[src/rtl/audiodac_nco_sinegen.sv]
// Multi-channel NCO sine generator: phase accumulator, quarter-wave LUT, per-channel phase offset.
// Latency: one read edge -> data_o updated on that edge (pre-increment phase).
// No backpressure: the DAC pulls with data_rd_i, and outputs hold between reads.
// Optional: define AUDIODAC_SINEGEN_DITHER_EN for a 1-LSB LFSR dither on every read.
module audiodac_nco_sinegen #(
  parameter int  BW        = 16,
  parameter int  PHASE_BW  = 16,
  parameter int  LUT_SIZE  = 6,
  parameter int  NCH       = 2,
  parameter real SINE_AMPL = 0.9
) (
  input  logic                clk_i,
  input  logic                rst_i,
  input  logic                data_rd_i,
  input  logic                tst_sinegen_en_i,
  input  logic [PHASE_BW-1:0] tst_sinegen_step_i,
  input  logic [PHASE_BW-1:0] tst_sinegen_ofs_i,
  input  logic [3:0]          tst_sinegen_att_i,
  output logic [NCH*BW-1:0]   data_o,
  output logic                active_o
);

  localparam int N = 2**LUT_SIZE;
  localparam logic [LUT_SIZE:0] N_IDX = (LUT_SIZE+1)'(N);
  localparam logic signed [BW-1:0] SMAX = {1'b0, {(BW-1){1'b1}}};

  localparam logic [1:0] ST_IDLE = 2'd0;
  localparam logic [1:0] ST_RUN  = 2'd1;
  localparam logic [1:0] ST_STOP = 2'd2;

  // Quarter-wave table entry, truncated toward zero; evaluated with constant arguments only.
  function automatic logic signed [BW-1:0] lut_val(input int k);
    real ang;
    real v;
    ang = real'(k) * 3.14159265358979323846 / (2.0 * real'(N));
    v   = SINE_AMPL * (real'(2**(BW-1)) - 1.0) * $sin(ang);
    return BW'($rtoi(v));
  endfunction

  logic signed [BW-1:0] lut_w [0:N];

  for (genvar k = 0; k <= N; k++) begin : g_lut
    assign lut_w[k] = lut_val(k);
  end

  // Fold a full-wave phase onto the quarter table, then attenuate. Low phase bits are dropped.
  function automatic logic signed [BW-1:0] fold_att(input logic [PHASE_BW-1:0] p,
                                                    input logic [3:0]          att);
    logic [1:0]           q;
    logic [LUT_SIZE-1:0]  j;
    logic [LUT_SIZE:0]    idx;
    logic signed [BW-1:0] m;
    q   = p[PHASE_BW-1 -: 2];
    j   = p[PHASE_BW-3 -: LUT_SIZE];
    idx = q[0] ? (N_IDX - {1'b0, j}) : {1'b0, j};
    m   = lut_w[idx];
    if (q[1]) m = -m;
    return m >>> att;
  endfunction

  logic [1:0]          state_q, state_d;
  logic [PHASE_BW-1:0] phase_q, phase_d;
  logic                carry_q, carry_d;
  logic [NCH*BW-1:0]   data_q, data_d;
  logic                do_read;
  logic                do_zero;
  logic                dith_bit;

  logic [PHASE_BW-1:0]  ch_ph;
  logic signed [BW-1:0] ch_s;
  logic [NCH*BW-1:0]    samp;

`ifdef AUDIODAC_SINEGEN_DITHER_EN
  logic [15:0] lfsr_q, lfsr_d;

  // Fibonacci LFSR x^16+x^14+x^13+x^11+1, stepped on every accepted read.
  always_comb begin
    lfsr_d = lfsr_q;
    if (do_read || (do_zero && data_rd_i))
      lfsr_d = {lfsr_q[14:0], lfsr_q[15] ^ lfsr_q[13] ^ lfsr_q[12] ^ lfsr_q[10]};
  end

  // LFSR register; reseeded on reset so dither patterns are reproducible.
  always_ff @(posedge clk_i) begin
    if (rst_i) lfsr_q <= 16'hACE1;
    else       lfsr_q <= lfsr_d;
  end

  assign dith_bit = lfsr_q[0];
`else
  assign dith_bit = 1'b0;
`endif

  // Per-channel samples from the current (pre-increment) phase; channel c sits c*ofs ahead.
  always_comb begin
    samp  = '0;
    ch_ph = phase_q;
    ch_s  = '0;
    for (int c = 0; c < NCH; c++) begin
      ch_s = fold_att(ch_ph, tst_sinegen_att_i);
      if (dith_bit && (ch_s != SMAX)) ch_s = ch_s + BW'(1);
      samp[c*BW +: BW] = ch_s;
      ch_ph = ch_ph + tst_sinegen_ofs_i;
    end
  end

  // State machine and datapath next-state. In STOP, enable wins over the drain to zero.
  always_comb begin
    state_d = state_q;
    phase_d = phase_q;
    carry_d = carry_q;
    data_d  = data_q;
    do_read = 1'b0;
    do_zero = 1'b0;
    case (state_q)
      ST_IDLE: begin
        if (tst_sinegen_en_i) state_d = ST_RUN;
      end
      ST_RUN: begin
        do_read = data_rd_i;
        if (!tst_sinegen_en_i) state_d = ST_STOP;
      end
      ST_STOP: begin
        if (tst_sinegen_en_i) begin
          state_d = ST_RUN;
          do_read = data_rd_i;
        end else if ((tst_sinegen_step_i == '0) || (data_rd_i && carry_q)) begin
          // Phase has wrapped (or will never advance): park at a zero crossing.
          state_d = ST_IDLE;
          do_zero = 1'b1;
        end else begin
          do_read = data_rd_i;
        end
      end
      default: begin
        state_d = ST_IDLE;
        do_zero = 1'b1;
      end
    endcase
    if (do_read) begin
      data_d = samp;
      {carry_d, phase_d} = {1'b0, phase_q} + {1'b0, tst_sinegen_step_i};
    end
    if (do_zero) begin
      data_d  = '0;
      phase_d = '0;
      carry_d = 1'b0;
    end
  end

  // State registers; reset overrides everything including a drain in progress.
  always_ff @(posedge clk_i) begin
    if (rst_i) begin
      state_q <= ST_IDLE;
      phase_q <= '0;
      carry_q <= 1'b0;
      data_q  <= '0;
    end else begin
      state_q <= state_d;
      phase_q <= phase_d;
      carry_q <= carry_d;
      data_q  <= data_d;
    end
  end

  assign data_o   = data_q;
  assign active_o = (state_q != ST_IDLE);

endmodule
[config.mk]
export PLATFORM = sky130hd
export DESIGN_NAME = audiodac_nco_sinegen
export DESIGN_NICKNAME = d
export VERILOG_FILES = /design/src/rtl/audiodac_nco_sinegen.sv
export SDC_FILE = /design/constraint.sdc
export NUM_CORES = 1
export LEC_CHECK = 0
export ABC_AREA = 1
export BUFFER_PORTS_ARGS = -buffer_cell sky130_fd_sc_hd__buf_2
export CAP_MARGIN = 20
export CORE_UTILIZATION = 57
export DETAILED_ROUTE_END_ITERATION = 8
export PLACE_DENSITY_LB_ADDON = 0.08
export SYNTH_ARGS = -nofsm -noshare
export SYNTH_HDL_FRONTEND = slang
export SYNTH_SLANG_ARGS = --single-unit
[constraint.sdc]
create_clock -name clk_i -period 4.9 [get_ports clk_i]
set_clock_uncertainty 0.15 [all_clocks]
set_input_delay 0.98 -clock clk_i [delete_from_list [all_inputs] [get_ports clk_i]]
set_output_delay 0.98 -clock clk_i [all_outputs]
set_load 0.02 [all_outputs]
==> flow_summary.json <==
{
  "yosysUniqueCellTypes": 53,
  "timing.critical_path.mode_cell": "nand2_2",
  "design_area_sq_um": 10980,
  "yosysSeqAreaShare": 0.1167,
  "layout_common_cells": "nand2_1 (458), nand3_1 (236), buf_4 (137)",
  "die_x_microns": 125.9,
  "drive_gt1_frac": 0.2426,
  "drt_first_iter_violations": 1106,
  "worst_slew_pin_slew_ns": 0.9067,
  "endpoint_kind": "flip-flop",
  "clk_path_buf_depth": 2,
  "drc_errors": 0,
  "fin_crit_ns": 4.808,
  "overflow": 0,
  "final_hold_viol_count": 0,
  "synthArstFlopShare": 0,
  "ios": 73,
  "nNetsFinal": 1834,
  "rsz0062_at_grt": "true",
  "powerDensity_nw_per_um2": 435.9,
  "avgSynthCellArea_sq_um": 5.582,
  "p_sw_uw": 2566,
  "pre_cts_slack_ns": -0.3300,
  "p_clk_frac": 0.084,
  "slowest_stage": "ha_4",
  "synthFlopType": "dfxtp_1",
  "yosys.area.top_type": "nand2_1",
  "p_comb_frac": 0.813,
  "synth.top_cell.area_share": 0.2106,
  "power.internal_uw": 2218,
  "cts_root_buf": "clkbuf_16",
  "cts_tree": "done",
  "relSlewSlack": 0.3949,
  "io_buffer_count": 72,
  "syn_area_sq_um": 8752,
  "clk_latency_ns": 0.30,
  "outcome": "finished clean",
  "switching_share": 0.5364,
  "layout_setup_ws_ns": 0.09166,
  "tritoncts.num_buffers": 5,
  "cp-start-kind": "input port",
  "path_clk_slew_ns": 0.07,
  "hp-class": "flip-flop to flip-flop",
  "coreArea_sq_um": 14750,
  "drt_pre_antenna_iters": 8,
  "rows": 44,
  "setup_viol": 0,
  "postRouteWirelength_microns": 30460,
  "synth_edf_count": 0,
  "clock_sinks": 51,
  "synth_fp_nets": 1676,
  "initial_utilization": 0.5932,
  "antenna_found_initial": 0,
  "antenna_left": 0,
  "p_leak_uw": 0.005743,
  "ir_drop_v": 0.0002424,
  "yosys_register_bits": 51,
  "drv_cap": 0,
  "layout_commonest_cell": "nand2_1",
  "fin_crit_sh": 0.9813,
  "postPlaceCellArea_sq_um": 10100,
  "die_h_microns": 125.9,
  "r2r_cells": 29,
  "vias": 11320,
  "fmax_ghz": 0.2080,
  "grt.total_usage": 0.3656,
  "syn2layout_area_growth_pct": 25.40,
  "path_class": "input port to flip-flop",
  "p_seq_frac": 0.102,
  "grt_pass1_vias": 10310,
  "path_max_fanout": 6,
  "arrival_ns": 4.89,
  "gp_congestion": 1.029,
  "wl_per_cell_microns": 15.94,
  "vias_per_cell": 5.925,
  "whs_path_depth": 2,
  "antenna_cells": 0,
  "dp_hpwl_microns": 22740,
  "required_ns": 4.98,
  "synth_cells": 1568,
  "die-area_sq_um": 15850,
  "cts_max_level": 2,
  "crit_path_max_incr_delay_ns": 0.29,
  "synth.area.top_cells": "nand2_1 (21%), nand3_1 (15%), dfxtp_1 (12%), ha_1 (9.3%), inv_1 (6.1%)",
  "grt_pass1_wl_microns": 47910,
  "drv_slew": 0,
  "yosys_warnings": 0,
  "grt_max_degree": 37,
  "postCtsHoldBufs": 0
}
power groups by stage:
stage                     Sequential [uW]  Combinational, uW  Clock (uW)
after global routing                  493               4280         425
after detailed placement              496               3460           0
after global placement                496               3440           0
after floorplan                       506               2310           0
final                                 490               3890         403
after CTS                             488               3480         399
worst max-delay path: cells and delay by family:
kind	cells	cell delay, ns
and+or+nand+nor	28	2.67
adders and majority gates	2	0.45
buffers and inverters	6	0.60
AOI/OAI and AO/OA	1	0.17
cells by family after synthesis:
logic type	Yosys count	synth area share
buffers and inverters	230	0.1132
AND/OR/NAND/NOR	945	0.4878
adder cells (fa/ha/maj)	68	0.09979
XOR/XNOR	26	0.02688
flip-flops	51	0.1167
AO/OA/AOI/OAI	248	0.1557
worst paths after layout:
kind                   startpoint    endpoint  slack (ns)
max          tst_sinegen_ofs_i[8]  data_o[27]        0.09
min reg2reg            data_o[20]  data_o[20]        0.32
max reg2reg            phase_q[8]   data_o[5]        0.36
min                    data_o[20]  data_o[20]        0.32
sequential cells by signal, indices dropped and copies added, names as in the netlist:
signal and cells:
state_q 2, phase_q 16, data_o 32, carry_q 1
cell usage after synthesis, types with 11 or more instances:
library cell,count
nand2_1,491
nand3_1,268
inv_1,142
o21ai_0,100
a21oi_1,92
nor2_1,87
ha_1,65
dfxtp_1,51
clkbuf_1,26
buf_2,23
nand2_2,21
xor2_1,15
inv_2,13
nor3_1,12
nand4_1,11
o211ai_1,11
through the flow:
| step | std cells | hold slack (ns) | util | total power (uW) | setup TNS (ns) |
|---|---|---|---|---|---|
| 2_1_floorplan | 1568 | 0.3164 | - | 2813 | 0 |
| 3_5_place_dp | 1900 | 0.3140 | 0.6848 | 3961 | -4.165 |
| 3_3_place_gp | 1900 | 0.3107 | 0.6848 | 3933 | -1.924 |
| 5_1_grt | 1911 | 0.3481 | 0.7439 | 5203 | -1.637 |
| 4_1_cts | 1908 | 0.3258 | 0.6965 | 4370 | 0 |
| 6_report | 1911 | 0.3245 | 0.7439 | 4784 | 0 |
routing by layer:
metal  track usage  vias up  wire [microns]
met5             0        -               0
met4        0.1871        0            1670
met3       0.03611      118            2263
met2        0.6220      621           14230
met1        0.4585     5075           12300
li1              -     5509               -
final cells by class:
cell class	instances	area, sq um
Multi-Input combinational cell	1287	7377
Fill cell	1248	3779
Timing Repair Buffer	221	1559
Sequential cell	51	1021
Inverter	160	619.3
Tap cell	184	230.2
Clock buffer	5	125.1
Clock inverter	3	43.79
repair_timing:
item                                    4_1_cts  5_1_grt
pin swaps                                     0       54
endpoints found under the setup margin        4       23
resized for setup                             1      152
buffers inserted                              0        3
Note: power is estimated with default switching activity, not from simulation.
